[src/rtl/ones_run_tx.sv]
// Serial burst transmitter: drives x high for cmd_len cycles, then low for cmd_gap cycles.
// It also predicts the output of a THRESH-deep consecutive-ones detector watching x.
module ones_run_tx #(
  parameter int LEN_W  = 8,
  parameter int GAP_W  = 8,
  parameter int THRESH = 4
) (
  input  logic             clk,
  input  logic             reset,
  input  logic             cmd_valid,
  output logic             cmd_ready,
  input  logic [LEN_W-1:0] cmd_len,
  input  logic [GAP_W-1:0] cmd_gap,
  output logic             x,
  output logic             busy,
  output logic             done,
  output logic             exp_detect
);

  localparam int CW = (LEN_W > GAP_W) ? LEN_W : GAP_W;
  localparam int RW = $clog2(THRESH + 1);

  typedef enum logic [1:0] {IDLE, ONES, GAP} state_t;

  state_t           state_reg, state_next;
  logic [CW-1:0]    cnt_reg, cnt_next;
  logic [GAP_W-1:0] gap_reg, gap_next;
  logic             done_reg, done_next;
  logic             x_reg;
  logic             det_reg;
  logic [RW-1:0]    run_reg, run_next;

  always_comb begin
    state_next = state_reg;
    cnt_next   = cnt_reg;
    gap_next   = gap_reg;
    done_next  = 1'b0;
    case (state_reg)
      IDLE: begin
        if (cmd_valid) begin
          gap_next = cmd_gap;
          if (cmd_len != '0) begin
            state_next = ONES;
            cnt_next   = CW'(cmd_len);
          end else if (cmd_gap != '0) begin
            state_next = GAP;
            cnt_next   = CW'(cmd_gap);
          end else begin
            done_next = 1'b1;
          end
        end
      end
      ONES: begin
        // Leave on count==1 so a loaded value of 2^W-1 sends exactly that many bits.
        if (cnt_reg == CW'(1)) begin
          if (gap_reg != '0) begin
            state_next = GAP;
            cnt_next   = CW'(gap_reg);
          end else begin
            state_next = IDLE;
            done_next  = 1'b1;
          end
        end else begin
          cnt_next = cnt_reg - CW'(1);
        end
      end
      GAP: begin
        if (cnt_reg == CW'(1)) begin
          state_next = IDLE;
          done_next  = 1'b1;
        end else begin
          cnt_next = cnt_reg - CW'(1);
        end
      end
      default: state_next = IDLE;
    endcase
  end

  // Saturating run counter of ones seen on x, mirroring the detector's S0..S4 walk.
  always_comb begin
    run_next = '0;
    if (x_reg) begin
      run_next = (run_reg == RW'(THRESH)) ? run_reg : run_reg + RW'(1);
    end
  end

  always_ff @(posedge clk) begin
    if (reset) begin
      state_reg <= IDLE;
      cnt_reg   <= '0;
      gap_reg   <= '0;
      done_reg  <= 1'b0;
      x_reg     <= 1'b0;
      run_reg   <= '0;
      det_reg   <= 1'b0;
    end else begin
      state_reg <= state_next;
      cnt_reg   <= cnt_next;
      gap_reg   <= gap_next;
      done_reg  <= done_next;
      x_reg     <= (state_next == ONES);
      run_reg   <= run_next;
      det_reg   <= (run_next == RW'(THRESH));
    end
  end

  assign cmd_ready  = (state_reg == IDLE);
  assign busy       = (state_reg != IDLE);
  assign x          = x_reg;
  assign done       = done_reg;
  assign exp_detect = det_reg;

endmodule

[config.mk]
export PLATFORM = sky130hd
export DESIGN_NAME = ones_run_tx
export DESIGN_NICKNAME = d
export VERILOG_FILES = /design/src/rtl/ones_run_tx.sv
export SDC_FILE = /design/constraint.sdc
export NUM_CORES = 1
export LEC_CHECK = 0
export ABC_AREA = 1
export ABC_CLOCK_PERIOD_IN_PS = 2450
export CAP_MARGIN = 20
export CORE_ASPECT_RATIO = 0.75
export CORE_MARGIN = 5
export CORE_UTILIZATION = 60
export CTS_BUF_LIST = sky130_fd_sc_hd__clkbuf_4 sky130_fd_sc_hd__clkbuf_8
export DETAILED_ROUTE_END_ITERATION = 8
export GPL_TIMING_DRIVEN = 0
export PLACE_DENSITY_LB_ADDON = 0.1
export REMOVE_ABC_BUFFERS = 1
export SLEW_MARGIN = 15
export SYNTH_ARGS = -nofsm -noshare
export SYNTH_HDL_FRONTEND = slang
export SYNTH_SLANG_ARGS = --single-unit
[constraint.sdc]
create_clock -name clk -period 2.45 [get_ports clk]
set_input_delay 0.735 -clock clk [delete_from_list [all_inputs] [get_ports clk]]
set_output_delay 0.735 -clock clk [all_outputs]
set_load 0.02 [all_outputs]
==> impl_results.md, run 1 <==
- Startpoint Class: flip-flop
- I/O Pins: 24
- Drt via density: 5.28
- Relative slew slack: 0.700
- Critical Path End Type: primary output
- P_leak: 0.844 nW
- DR WL/cell: 12.4 um
- Reg2reg end: cnt_reg[0]
- Switch Pwr: 0.415 mW
- CP max stage cell: dfxtp_1
- Clock sink total: 24
- CP max stage delay: 0.42 ns
- Critical Path AT: 1.48 ns
- Most used DFF post-synth: dfxtp_1
- Number of global-route vias before repair: 1506
- Int Power: 0.654 mW
- Yosys warns: 0
- Sequential share of the synthesized area: 0.303
- Post-DRT Antenna Nets: 0
- Die height: 54.5 um
- Cell Area, Synth: 1590 um2
- Total congestion overflow: 0
- Syn avg cell area: 6.42 um2
- Clk_lat worst skew: 0.31 ns
- Number of synthesized flops with an enable pin: 0
- Hold path depth: 2
- Worst hold start: gap_reg[3]
- Initial antenna violation count: 0
- Pwr dens: 577 nW/um2
- Sw Ratio: 0.388
- Cell repeated most along the worst path: inv_1
- Final Max Tran Viols: 0
- DP HPWL: 2.98 mm
- Flop pwr share: 0.440
- RSZ-0062 raised after global routing: false
- Post-synthesis cell count: 247
- Setup TNS: 0 ns
- HP Class: reg -> reg
- # diodes: 0
- Drt total wl: 3.77 mm
- Combinational power share: 0.399
- Layout Nets: 297
- Layout Cells excl Fill: 304
- Flop-to-flop setup slack: 0.51 ns
- Filler instances: 236
- Total vias in the final route: 1605
- H-tree depth: 1
- Crit share post-route: 0.904
- Worst-Margin Slew: 0.450 ns
- Post-synth top area share: 0.303
- Clock power frac: 0.161
- Max Cap Viol: 0
- Largest net degree at the start of global routing: 16
- Yosys reg bits: 24
- Maximum vdd drop: 0.365 mV
- Root Driver: clkbuf_4
- Final setup fails: 0
- FMAX: 452 MHz
- Synth area leaders: dfxtp_1 30%, nand2_1 11%, nor2_1 9.9%
- Kind of critical path: reg -> out
- PortBufs: 23
- Hold Path Sink: gap_reg[3]
- DRT iter0 DRCs: 101
- # rows: 16
- Cell chain of the critical path: inv_1, ha_1, inv_1, dlygate4sd2_1
- Share of cells above drive strength 1: 0.0485
- CTS Buffer Depth: 2
- Minimum clock period after layout: 2.21 ns
- # DRC: 0
- Crit-path max FO: 5
- CTS tree: built
- Initial Util: 0.619
- Routability cong.: 0.838
- Pre-antenna DRT Iters: 4
- Status: completed
- Clock-pin slew on the worst setup and hold paths: 0.13 ns
- Final hold vios: 0
- Core area: 2560 um2
- Worst Skew: 0.00674 ns
- Placed cell count: 301
- Synthesis-to-finish area growth: 16.9%
- Critical path required time: 1.71 ns
- Post-synth cell types: 32
- GRT Util Overall: 0.220
- Post-synthesis async set-or-reset flop share: 0
- Die area: 3780 um2
- Origin of the critical flop-to-flop path: state_reg[0]
- DIE WIDTH: 69.4 um
- Num CTS Buffers: 3
- Worst R2R Path Depth: 9
- Cell taking the most area after synthesis: dfxtp_1
- Global-route wire length before repair: 6.60 mm
[power by group through the flow]
stage	clock network, mW	registers (mW)	logic [mW]
finish	0.173	0.470	0.426
global route	0.196	0.478	0.485
CTS	0.177	0.470	0.423
detailed placement	0	0.479	0.423
global placement	0	0.479	0.416
floorplan	0	0.473	0.302
[how the worst max path moves through the flow]
stage,start,to,depth (start not counted)
floorplan,state_reg[1],busy,3
global placement,cmd_len[4],cnt_reg[6],8
detailed placement,cmd_len[5],cnt_reg[5],8
CTS,state_reg[1],cmd_ready,3
global route,state_reg[0],busy,4
finish,state_reg[0],busy,4
[worst max-delay path, delay by kind of cell (launching register included)]
kind                     cells  cell delay, ns
adder cells (fa/ha/maj)      1            0.26
flip-flops                   1            0.42
buffers and inverters        3            0.49
[synthesized netlist by cell type (all sizes together), types with 2 or more instances]
cell	instances
o21ai	21
o31ai	2
dfxtp	24
nand2	50
nor2	46
clkbuf	2
or2	2
buf	3
inv	31
xor2	3
ha	8
nor4	2
nand3	20
a21oi	24
[area by class of cell]
type / count / area (um2) / share of cell area
Inverter: 32 / 120 / 0.0648
Timing Repair Buffer: 23 / 231 / 0.125
Tap cell: 36 / 45.0 / 0.0243
Clock buffer: 3 / 22.5 / 0.0122
Sequential cell: 24 / 480 / 0.259
Multi-Input combinational cell: 186 / 953 / 0.515
[repair_timing]
action,CTS,global route
endpoints found under the setup margin,1,1
cloned,0,0
resized for setup,1,1
buffers inserted,0,0
hold buffers,0,0
pin swaps,0,0
[layer usage]
layer / track usage / wire, um / vias to the layer above / part of all wire
met1: 0.295 / 1880 / 713 / 0.50
met2: 0.391 / 1690 / 48 / 0.45
met5: 0 / 0 / - / 0
li1: - / - / 842 / -
met3: 0.0404 / 180 / 2 / 0.048
met4: 0.0195 / 18 / 0 / 0.0048
[cells by family after synthesis]
family | synth area share
xor+xnor | 0.0166
flops | 0.303
compound gates | 0.186
fa+ha+maj | 0.0631
simple gates | 0.335
buf+inv | 0.0955
[layout by cell type, fill, tap and decap left out, drive strengths merged, types with 2 or more instances in the layout]
cell type / instances
nand2: 50
clkbuf: 3
ha: 8
nand3: 20
inv: 31
o21ai: 21
clkdlybuf4s50: 21
xor2: 3
a21oi: 24
o31ai: 2
nor2: 46
nor4: 2
or2: 2
dfxtp: 24
[stage by stage]
stage               power [mW]  hold WS [ns]  setup WS, ns  utilization  cell area (um2)
finish                    1.07         0.484         0.235        0.723             1850
global route              1.16         0.498         0.118        0.723             1850
detailed placement       0.902         0.466        0.0112        0.714             1830
floorplan                0.776         0.444         0.767            -             1550
global placement         0.894         0.462        0.0430        0.714             1830
CTS                       1.07         0.485      0.000524        0.722             1850
(Power assumes the default switching activity.)
==> inputs of run 2 (changes only) <==
CORE_MARGIN = default   (was 5)
==> run 2 against run 1 <==
Via count grew 2.4%. Final cell count shrank 0.33%. First-iteration DRC count grew 27%. Fmax shrank 0.80%. Sequential cell count is the same. Count of clock-buffer cells in the layout grew 1. Utilization grew 5.3 points. Total power grew 4.2%. Die area shrank 25%. Critical endpoint unchanged. Critical path type unchanged.
==> impl_results.md, run 2 (synthesis results as in run 1) <==
- Synthesis-to-finish area growth: 17.6%
- Cell family with most CP delay: buffers and inverters
- Drt total wl: 3.75 mm (-0.42%)
- Cell repeated most along the worst path: inv_1
- Number of global-route vias before repair: 1441 (-4.3%)
- Worst R2R Path Depth: 9 (unchanged)
- CP startpoint: state_reg[0]
- Worst Skew: 0.00512 ns (-0.00162 ns)
- CTS tree: built
- Routability cong.: 0.905 (+8.0%)
- Clock sink total: 24 (unchanged)
- Critical Path End Type: primary output
- Max Cap Viol: 0 (unchanged)
- FMAX: 448 MHz (-0.80%)
- I/O Pins: 24 (unchanged)
- # DRC: 0 (unchanged)
- HP Class: reg -> reg
- Worst-Margin Slew: 0.441 ns (-0.00888 ns)
- Crit-path max FO: 5 (unchanged)
- Num CTS Buffers: 3 (unchanged)
- PortBufs: 23 (unchanged)
- Filler instances: 213 (-9.7%)
- GRT Util Overall: 0.302 (+0.0813)
- Pre-antenna DRT Iters: 4 (unchanged)
- Initial Util: 0.660 (+0.0412)
- Initial antenna violation count: 0 (unchanged)
- RSZ-0062 raised after global routing: false
- Pwr dens: 598 nW/um2 (+3.6%)
- Startpoint Class: flip-flop
- Maximum vdd drop: 0.421 mV (+15%)
- DP HPWL: 2.84 mm (-4.9%)
- Crit path capture: busy
- Kind of critical path: reg -> out
- DIE WIDTH: 61.4 um (-12%)
- Final setup fails: 0 (unchanged)
- Critical Path AT: 1.50 ns (+0.02 ns)
- Most common cell after layout, fill and taps aside: nand2_1
- Layout Nets: 297 (unchanged)
- Final Max Tran Viols: 0 (unchanged)
- Setup TNS: 0 ns (unchanged)
- Critical path required time: 1.71 ns (about the same)
- Post-DRT Antenna Nets: 0 (unchanged)
- Clock-pin slew on the worst setup and hold paths: 0.13 ns (about the same)
- Status: completed
- Total congestion overflow: 0 (unchanged)
- Die area: 2850 um2 (-25%)
- Core area: 2400 um2 (-6.3%)
- Drt via density: 5.43 (+2.8%)
- Commonest cells after routing, fill and taps aside: 47 x nand2_1, 42 x nor2_1, 31 x inv_1
- Total vias in the final route: 1644 (+2.4%)
- Origin of the critical flop-to-flop path: state_reg[0]
- CTS Buffer Depth: 2 (unchanged)
- DRT iter0 DRCs: 128 (+27%)
- Minimum clock period after layout: 2.23 ns (+0.0178 ns)
- Cell chain of the critical path: inv_1, ha_1, inv_1, dlygate4sd2_1
- Flop-to-flop setup slack: 0.57 ns (+0.06 ns)
- Root Driver: clkbuf_4
- P_leak: 0.851 nW (+0.85%)
- Crit share post-route: 0.911 (+0.00728)
- # diodes: 0 (unchanged)
- CP max stage cell: dfxtp_1
- Final Total Pwr: 1.11 mW (+4.2%)
- Buf/Inv on CP: 3 (unchanged)
- CP max stage delay: 0.42 ns (about the same)
- Clk_lat worst skew: 0.32 ns (about the same)
- Global-route wire length before repair: 6.22 mm (-5.9%)
- Die height: 46.5 um (-15%)
- Final hold vios: 0 (unchanged)
- # rows: 15 (-1)
- Share of cells above drive strength 1: 0.0520 (+0.00354)
- Relative slew slack: 0.705 (+0.00593)
- Stages on the worst setup path: 4 (unchanged)
- Largest net degree at the start of global routing: 16 (unchanged)
- Reg2reg end: cnt_reg[0]
- DR WL/cell: 12.4 um (about the same)
- H-tree depth: 1 (unchanged)
- CTS Hold Buffers Added: 0 (unchanged)
## run 2: power breakdown
group	internal [mW]	switching (mW)
Sequential	0.435	0.0351
Clock	0.0909	0.121
Combinational	0.162	0.271
Total	0.688	0.427
## run 2: area by class of cell
type,count,area [um2],area share
clock buffer,4,36.3,0.0195
tap,34,42.5,0.0228
timing repair buffer,23,231,0.124
inverter,32,120,0.0644
multi-input combinational,186,953,0.511
sequential,24,480,0.258
## run 2: how the worst min path moves through the flow
| stage | depth (start not counted) | from | to |
|---|---|---|---|
| floorplan | 2 | gap_reg[3] | gap_reg[3] |
| global placement | 2 | gap_reg[3] | gap_reg[3] |
| detailed placement | 2 | gap_reg[3] | gap_reg[3] |
| CTS | 2 | x | run_reg[1] |
| global route | 2 | gap_reg[4] | gap_reg[4] |
| finish | 2 | x | run_reg[1] |
## run 2: timing repair
action	CTS	global route
gates resized for setup	1	1
endpoints found under the setup margin	1	1
buffers inserted	0	0
## run 2: worst register-to-register path, cell delays in order (launching register included)
cell and delay (ns):
dfxtp_1 0.42, inv_1 0.09, ha_1 0.46, clkinv_1 0.29, a21oi_1 0.19, nand2_1 0.07
o31ai_1 0.07, nand2_1 0.08, nand2_1 0.07, nor2_1 0.04
## run 2: per-layer routing
metal	up-vias	track usage	share of wire
met5	-	0	0
met4	0	0.0844	0.012
met3	6	0.0618	0.059
met2	56	0.478	0.43
met1	733	0.415	0.50
li1	849	-	-
## run 2: stage by stage
stage                util  hold slack, ns  worst slack (ns)  cell area, um2  instances
global placement    0.760           0.467            0.0249            1830        299
detailed placement  0.760           0.470            0.0185            1830        299
finish              0.776           0.488             0.217            1860        303
global route        0.776           0.519             0.105            1860        303
floorplan               -           0.444             0.767            1550        242
CTS                 0.775           0.494           0.00518            1860        303
==> inputs of run 3 (changes only) <==
ABC_AREA = default   (was 1)
ABC_CLOCK_PERIOD_IN_PS = 2600   (was 2450)
CORE_UTILIZATION = 59   (was 60)
clock period = 2.6 ns   (was 2.45 ns; I/O delays follow)
==> run 3 against run 2 <==
Setup slack got worse by 0.13 ns. Count of clock-buffer cells in the layout did not move. Final area shrank 3.3%. Sequential cell count unchanged. Wire length rose by 3.4%. Clock power decreased by 4%. Critical path type is now in -> reg. Synthesized area is 5.8% lower. Sequential share of layout area is 0.88 points higher.
==> impl_results.md, run 3 <==
- Yosys reg bits: 24 (unchanged)
- Adder-cell share of the synthesized area: 0.0670 (+0.00386)
- Flop-to-flop setup slack: 0.17 ns (-0.40 ns)
- FMAX: 398 MHz
- Layout Nets: 233 (-22%)
- Yosys warns: 0 (unchanged)
- Crit-path max FO: 8 (+3)
- CP max stage delay: 0.47 ns (+0.05 ns)
- Critical Path AT: 2.77 ns (+1.27 ns)
- I/O Pins: 24 (unchanged)
- Most used DFF post-synth: dfxtp_1
- Hold slack: 0.486 ns (-0.00238 ns)
- Crit share post-route: 0.965
- Buf/Inv on CP: 1 (-2)
- Clock-pin slew on the worst setup and hold paths: 0.14 ns (about the same)
- Initial antenna violation count: 0 (unchanged)
- Total congestion overflow: 0 (unchanged)
- Largest net degree at the start of global routing: 23 (+7)
- Critical path required time: 2.86 ns (+1.15 ns)
- Commonest cells post-synth: 32 x nand2_1, 24 x dfxtp_1, 18 x a21oi_1, 13 x inv_1, 9 x nor4_1
- Complex-gate fraction of the synthesized area: 0.246 (+0.0600)
- Commonest cells after routing, fill and taps aside: 32 x nand2_1, 24 x dfxtp_1, 22 x clkdlybuf4s50_1
- Max Cap Viol: 0 (unchanged)
- Maximum vdd drop: 0.455 mV (+7.9%)
- Cell with the most instances after synthesis: nand2_1
- Cell chain of the critical path: clkdlybuf4s50_1, nor4_2, and2_1, a211oi_1, or3_1, a21oi_1
- Main combinational cell family by area after synthesis: simple AND/OR/NAND/NOR gates
- Routability cong.: 0.918 (+1.4%)
- Sequential share of the synthesized area: 0.322 (+0.0185)
- Global-route wire length before repair: 6.04 mm (-2.9%)
- Post-synth cell types: 47 (+47%)
- HP Class: reg -> reg
- CTS Buffer Depth: 2 (unchanged)
- Cell Area, Synth: 1490 um2 (-5.8%)
- Num CTS Buffers: 3 (unchanged)
- Clock sink total: 24 (unchanged)
- H-tree depth: 1 (unchanged)
- Initial Util: 0.637 (-0.0231)
- CP max stage cell: clkdlybuf4s50_1
- Startpoint Class: input port
- Post-Synth XOR/XNOR Area: 0.0176 (+0.00101)
- Number of synthesized flops with an enable pin: 0 (unchanged)
- # DRC: 0 (unchanged)
- # rows: 15 (unchanged)
- # diodes: 0 (unchanged)
- Post-synth top area share: 0.322 (+0.0185)
- Relative slew slack: 0.479 (-0.226)
- Kind of critical path: in -> reg
- Post-DRT Antenna Nets: 0 (unchanged)
- PortBufs: 23 (unchanged)
- Post-synthesis simple-gate area fraction: 0.266 (-0.0691)
- P_leak: 0.639 nW (-25%)
- Met3 usage: 0.0767 (+0.0149)
- Status: completed
- DRT iter0 DRCs: 89 (-30%)
- Root Driver: clkbuf_4
- Cell family with most CP delay: simple AND/OR/NAND/NOR gates
- Final setup fails: 0 (unchanged)
- Total vias in the final route: 1525 (-7.2%)
- DP HPWL: 2.76 mm (-2.9%)
- Drt via density: 6.38 (+18%)
- Post-synthesis cell count: 183 (-26%)
- Share of cells above drive strength 1: 0.0878 (+0.0358)
- Drt total wl: 3.88 mm (+3.4%)
- Final hold vios: 0 (unchanged)
- Synth area leaders: dfxtp_1 32%, nand2_1 8.0%, ha_1 6.7%
- CTS tree: built
- Minimum clock period after layout: 2.51 ns
- DIE WIDTH: 60.1 um (-2.0%)
- Worst-Margin Slew: 0.779 ns (+0.338 ns)
- Core area: 2350 um2 (-2.3%)
- Die area: 2740 um2 (-4.0%)
- Met1 Use GR: 0.413 (-0.00152)
- Global Route met2 Usage: 0.466 (-0.0123)
- Critical Path End Type: flip-flop
- Most Crowded Layer GR: met2
- GRT Util Overall: 0.304 (+0.00204)
- Pwr dens: 571 nW/um2 (-4.5%)
- Die height: 45.6 um (-2.0%)
- Mux share of post-synthesis cell area: 0.0176 (+0.0176)
- Clk_lat worst skew: 0.33 ns (about the same)
- Pre-antenna DRT Iters: 4 (unchanged)
- Number of global-route vias before repair: 1291 (-10%)
- Worst Skew: 0.00908 ns (+0.00396 ns)
- Synthesis-to-finish area growth: 20.7%
- DR WL/cell: 16.2 um (+31%)
- Final Total Pwr: 1.03 mW (-7.7%)
- Syn avg cell area: 8.16 um2 (+27%)
- Final Max Tran Viols: 0 (unchanged)
- Cell taking the most area after synthesis: dfxtp_1
- Setup TNS: 0 ns (unchanged)
- Post-synthesis async set-or-reset flop share: 0 (unchanged)
- Most common cell after layout, fill and taps aside: nand2_1
run 3: cell types whose count changed in the layout (fill, tap and decap cells not counted), sizes merged, moves of 8 or more:
cell / change
inv: -18
o21ai: -17
nor2: -40
nor4: +8
nand2: -18
nand3: -19
run 3: per-stage QoR:
step,util,area (um2),setup slack [ns],std cells
6_report,0.769,1800,0.0902,239
5_1_grt,0.769,1800,-0.0183,239
4_1_cts,0.748,1760,0.0176,236
3_5_place_dp,0.733,1720,-0.340,232
3_3_place_gp,0.733,1720,-0.306,232
2_1_floorplan,-,1450,0.389,175
run 3: what timing repair did:
item	4_1_cts	5_1_grt
resized for setup	1	4
setup endpoints to repair	1	9
pin swaps	0	1
hold buffers	0	0
setup buffers	0	3
run 3: logic make-up after synthesis:
family / after synthesis
AND/OR/NAND/NOR: 75
AO/OA/AOI/OAI: 50
flip-flops: 24
buffers and inverters: 21
adder cells (fa/ha/maj): 8
XOR/XNOR: 3
multiplexers: 2
run 3: final cells by class:
| class | count | area [um2] |
|---|---|---|
| inverter | 13 | 48.8 |
| tap | 34 | 42.5 |
| sequential | 24 | 480 |
| timing repair buffer | 26 | 251 |
| clock buffer | 4 | 36.3 |
| multi-input combinational | 138 | 943 |
| fill | 170 | 543 |
run 3: path summary, 6_finish.rpt:
kind / startpoint / end / cells after the start
worst max-delay path: cmd_len[2] / cnt_reg[0] / 6
worst min-delay path: x / exp_detect / 1
worst max register to register: cnt_reg[2] / cnt_reg[1] / 5
worst min register to register: x / exp_detect / 1
run 3: layer usage:
layer | part of all wire | vias to the layer above
li1 | - | 726
met1 | 0.42 | 699
met2 | 0.46 | 84
met3 | 0.093 | 16
met4 | 0.024 | 0
met5 | 0 | -
run 3: power breakdown:
group          switching [mW]  total, mW  internal (mW)
combinational           0.209      0.377          0.168
clock                   0.117      0.203         0.0859
sequential             0.0454      0.449          0.403
total                   0.372       1.03          0.657
==> RTL edit, RTL diff (flow settings as in run 2) <==
Change the parameter `LEN_W` from 8 to 4.
--- a/src/rtl/ones_run_tx.sv
+++ b/src/rtl/ones_run_tx.sv
@@ -1,7 +1,7 @@
 // Serial burst transmitter: drives x high for cmd_len cycles, then low for cmd_gap cycles.
 // It also predicts the output of a THRESH-deep consecutive-ones detector watching x.
 module ones_run_tx #(
-  parameter int LEN_W  = 8,
+  parameter int LEN_W  = 4,
   parameter int GAP_W  = 8,
   parameter int THRESH = 4
 ) (
Interface: changed (resized cmd_len); port bits go from 24 to 20. The function was not compared with the original's and may differ.
==> RTL edit against run 2 <==
- area after synthesis increased by 4.2%
- routed wire length down 4.7%
- sequential power rose by 2%
- sequential share of layout area down 0.48 points
- sequential cell count unchanged
- design area increased by 1.9%
- setup slack better by 6.5 ps
- power grew 16%
- largest cell class unchanged
==> RTL edit: results (changes against run 2) <==
| Metric | Value |
|---|---|
| Buffering overhead | `0.101 (-0.0234)` |
| M1 GR Usage | `0.372 (-0.0424)` |
| LEAKAGE | `0.897 nW (+5.3%)` |
| Worst vdd ir | `0.321 mV (-24%)` |
| Most frequent cells after synthesis | `nand2_1, nor2_1, inv_1` |
| Tmin final | `2230 ps (-6.52 ps)` |
| All-Layer GR Usage | `0.260 (-0.0418)` |
| Clock Buffer Count | `3 (-1)` |
| GR Util met2 | `0.415 (-0.0630)` |
| Synth cell types | `30 (-6.3%)` |
| Met1 WL | `1900 um (+2.1%)` |
| Comb_multi_in | `192 (+3.2%)` |
| WP data arrival | `between 1000 and 1500 ps` |
| Number of global-route vias before repair | `1297 (-10%)` |
| Inverters | `35 (+9.4%)` |
| DR iter-0 viols | `121 (-5.5%)` |
| Layout cells sized above 1 | `0.0766 (+0.0246)` |
| Fin cells | `310 (+2.3%)` |
| Port bufs | `19 (-17%)` |
| Antenna Cells | `0 (unchanged)` |
| Layout Skew | `5.68 ps (+0.552 ps)` |
| Multi-input combinational area share | `0.526 (+0.0143)` |
| WL final | `3580 um (-4.7%)` |
| Final #Nets | `298 (+0.34%)` |
| Met3 usage | `0.0500 (-0.0118)` |
| Min-delay src | `gap_reg[1]` |
| Filler cells | `236 (+11%)` |
| Post-synthesis sequential area ratio | `0.291 (-0.0122)` |
| Synth area leaders | `dfxtp_1, nand2_1, nor2_1, inv_1, ha_1` |
| Mean post-synth cell area | `6.40 um^2 (-0.26%)` |
| Detail Route met3 WL | `159 um (-28%)` |
| WHS | `482 ps (-6.28 ps)` |
| Layout clock area frac | `0.0277 (+0.00820)` |
| Cell family with most CP delay | `buffers and inverters` |
| First-pass GRT wire length | `5870 um (-5.6%)` |
| Endpoint, Worst Hold | `gap_reg[1]` |
| Worst Setup SP | `state_reg[1]` |
| Met2 WL | `1500 um (-7.8%)` |
| Largest net degree at the start of global routing | `17 (+1)` |
| Mapped Area | `0.00165 mm^2 (+4.2%)` |
| DP Worst Slack | `7.81 ps (-10.7 ps)` |
| Non-clock buffers | `19 (-17%)` |
| CTS resizes | `1 (unchanged)` |
| Reg2reg end | `cnt_reg[5]` |
| RePlAce Congestion | `0.860 (-4.9%)` |
| Synth-to-Final Area Change | `15.0%` |
| # clock sinks | `24 (unchanged)` |
| Post-DP Area | `0.00185 mm^2 (+1.0%)` |
| Via count | `1583 (-3.7%)` |
| Reg2Reg Depth | `8 (-1)` |
| HPWL after DPL | `2740 um (-3.4%)` |
| Status | `completed` |
-- RTL edit: cell types whose count changed in the layout (fill, tap and decap cells not counted), moves of 3 or more --
cell,delta
nand2_1,+18
o21ai_0,-5
nor2_1,-6
clkdlybuf4s50_1,-4
o21ai_1,+7
xor2_1,-3
a21oi_1,-11
-- RTL edit: report_power, final --
part | switching, mW | total, mW | internal (mW)
Sequential | 0.0466 | 0.481 | 0.435
Clock | 0.126 | 0.291 | 0.166
Combinational | 0.332 | 0.525 | 0.194
Total | 0.504 | 1.30 | 0.794
-- RTL edit: worst reg2reg max path, stage by stage, from the launching register on --
cell and delay (ps):
dfxtp_1 430, inv_1 100, ha_1 340, nand3_2 140, nand2_2 90, nor2_4 330, nand2_1 100, nor2_1 160
nor2_1 50
-- RTL edit: cells by family (layout without fill, tap and decap cells) --
group	Yosys count	count (layout)	share of synthesized area
flops	24	24	0.291
xor+xnor	1	1	0.00530
compound gates	44	44	0.150
simple gates	139	139	0.389
fa+ha+maj	8	8	0.0606
buf+inv	42	58	0.105
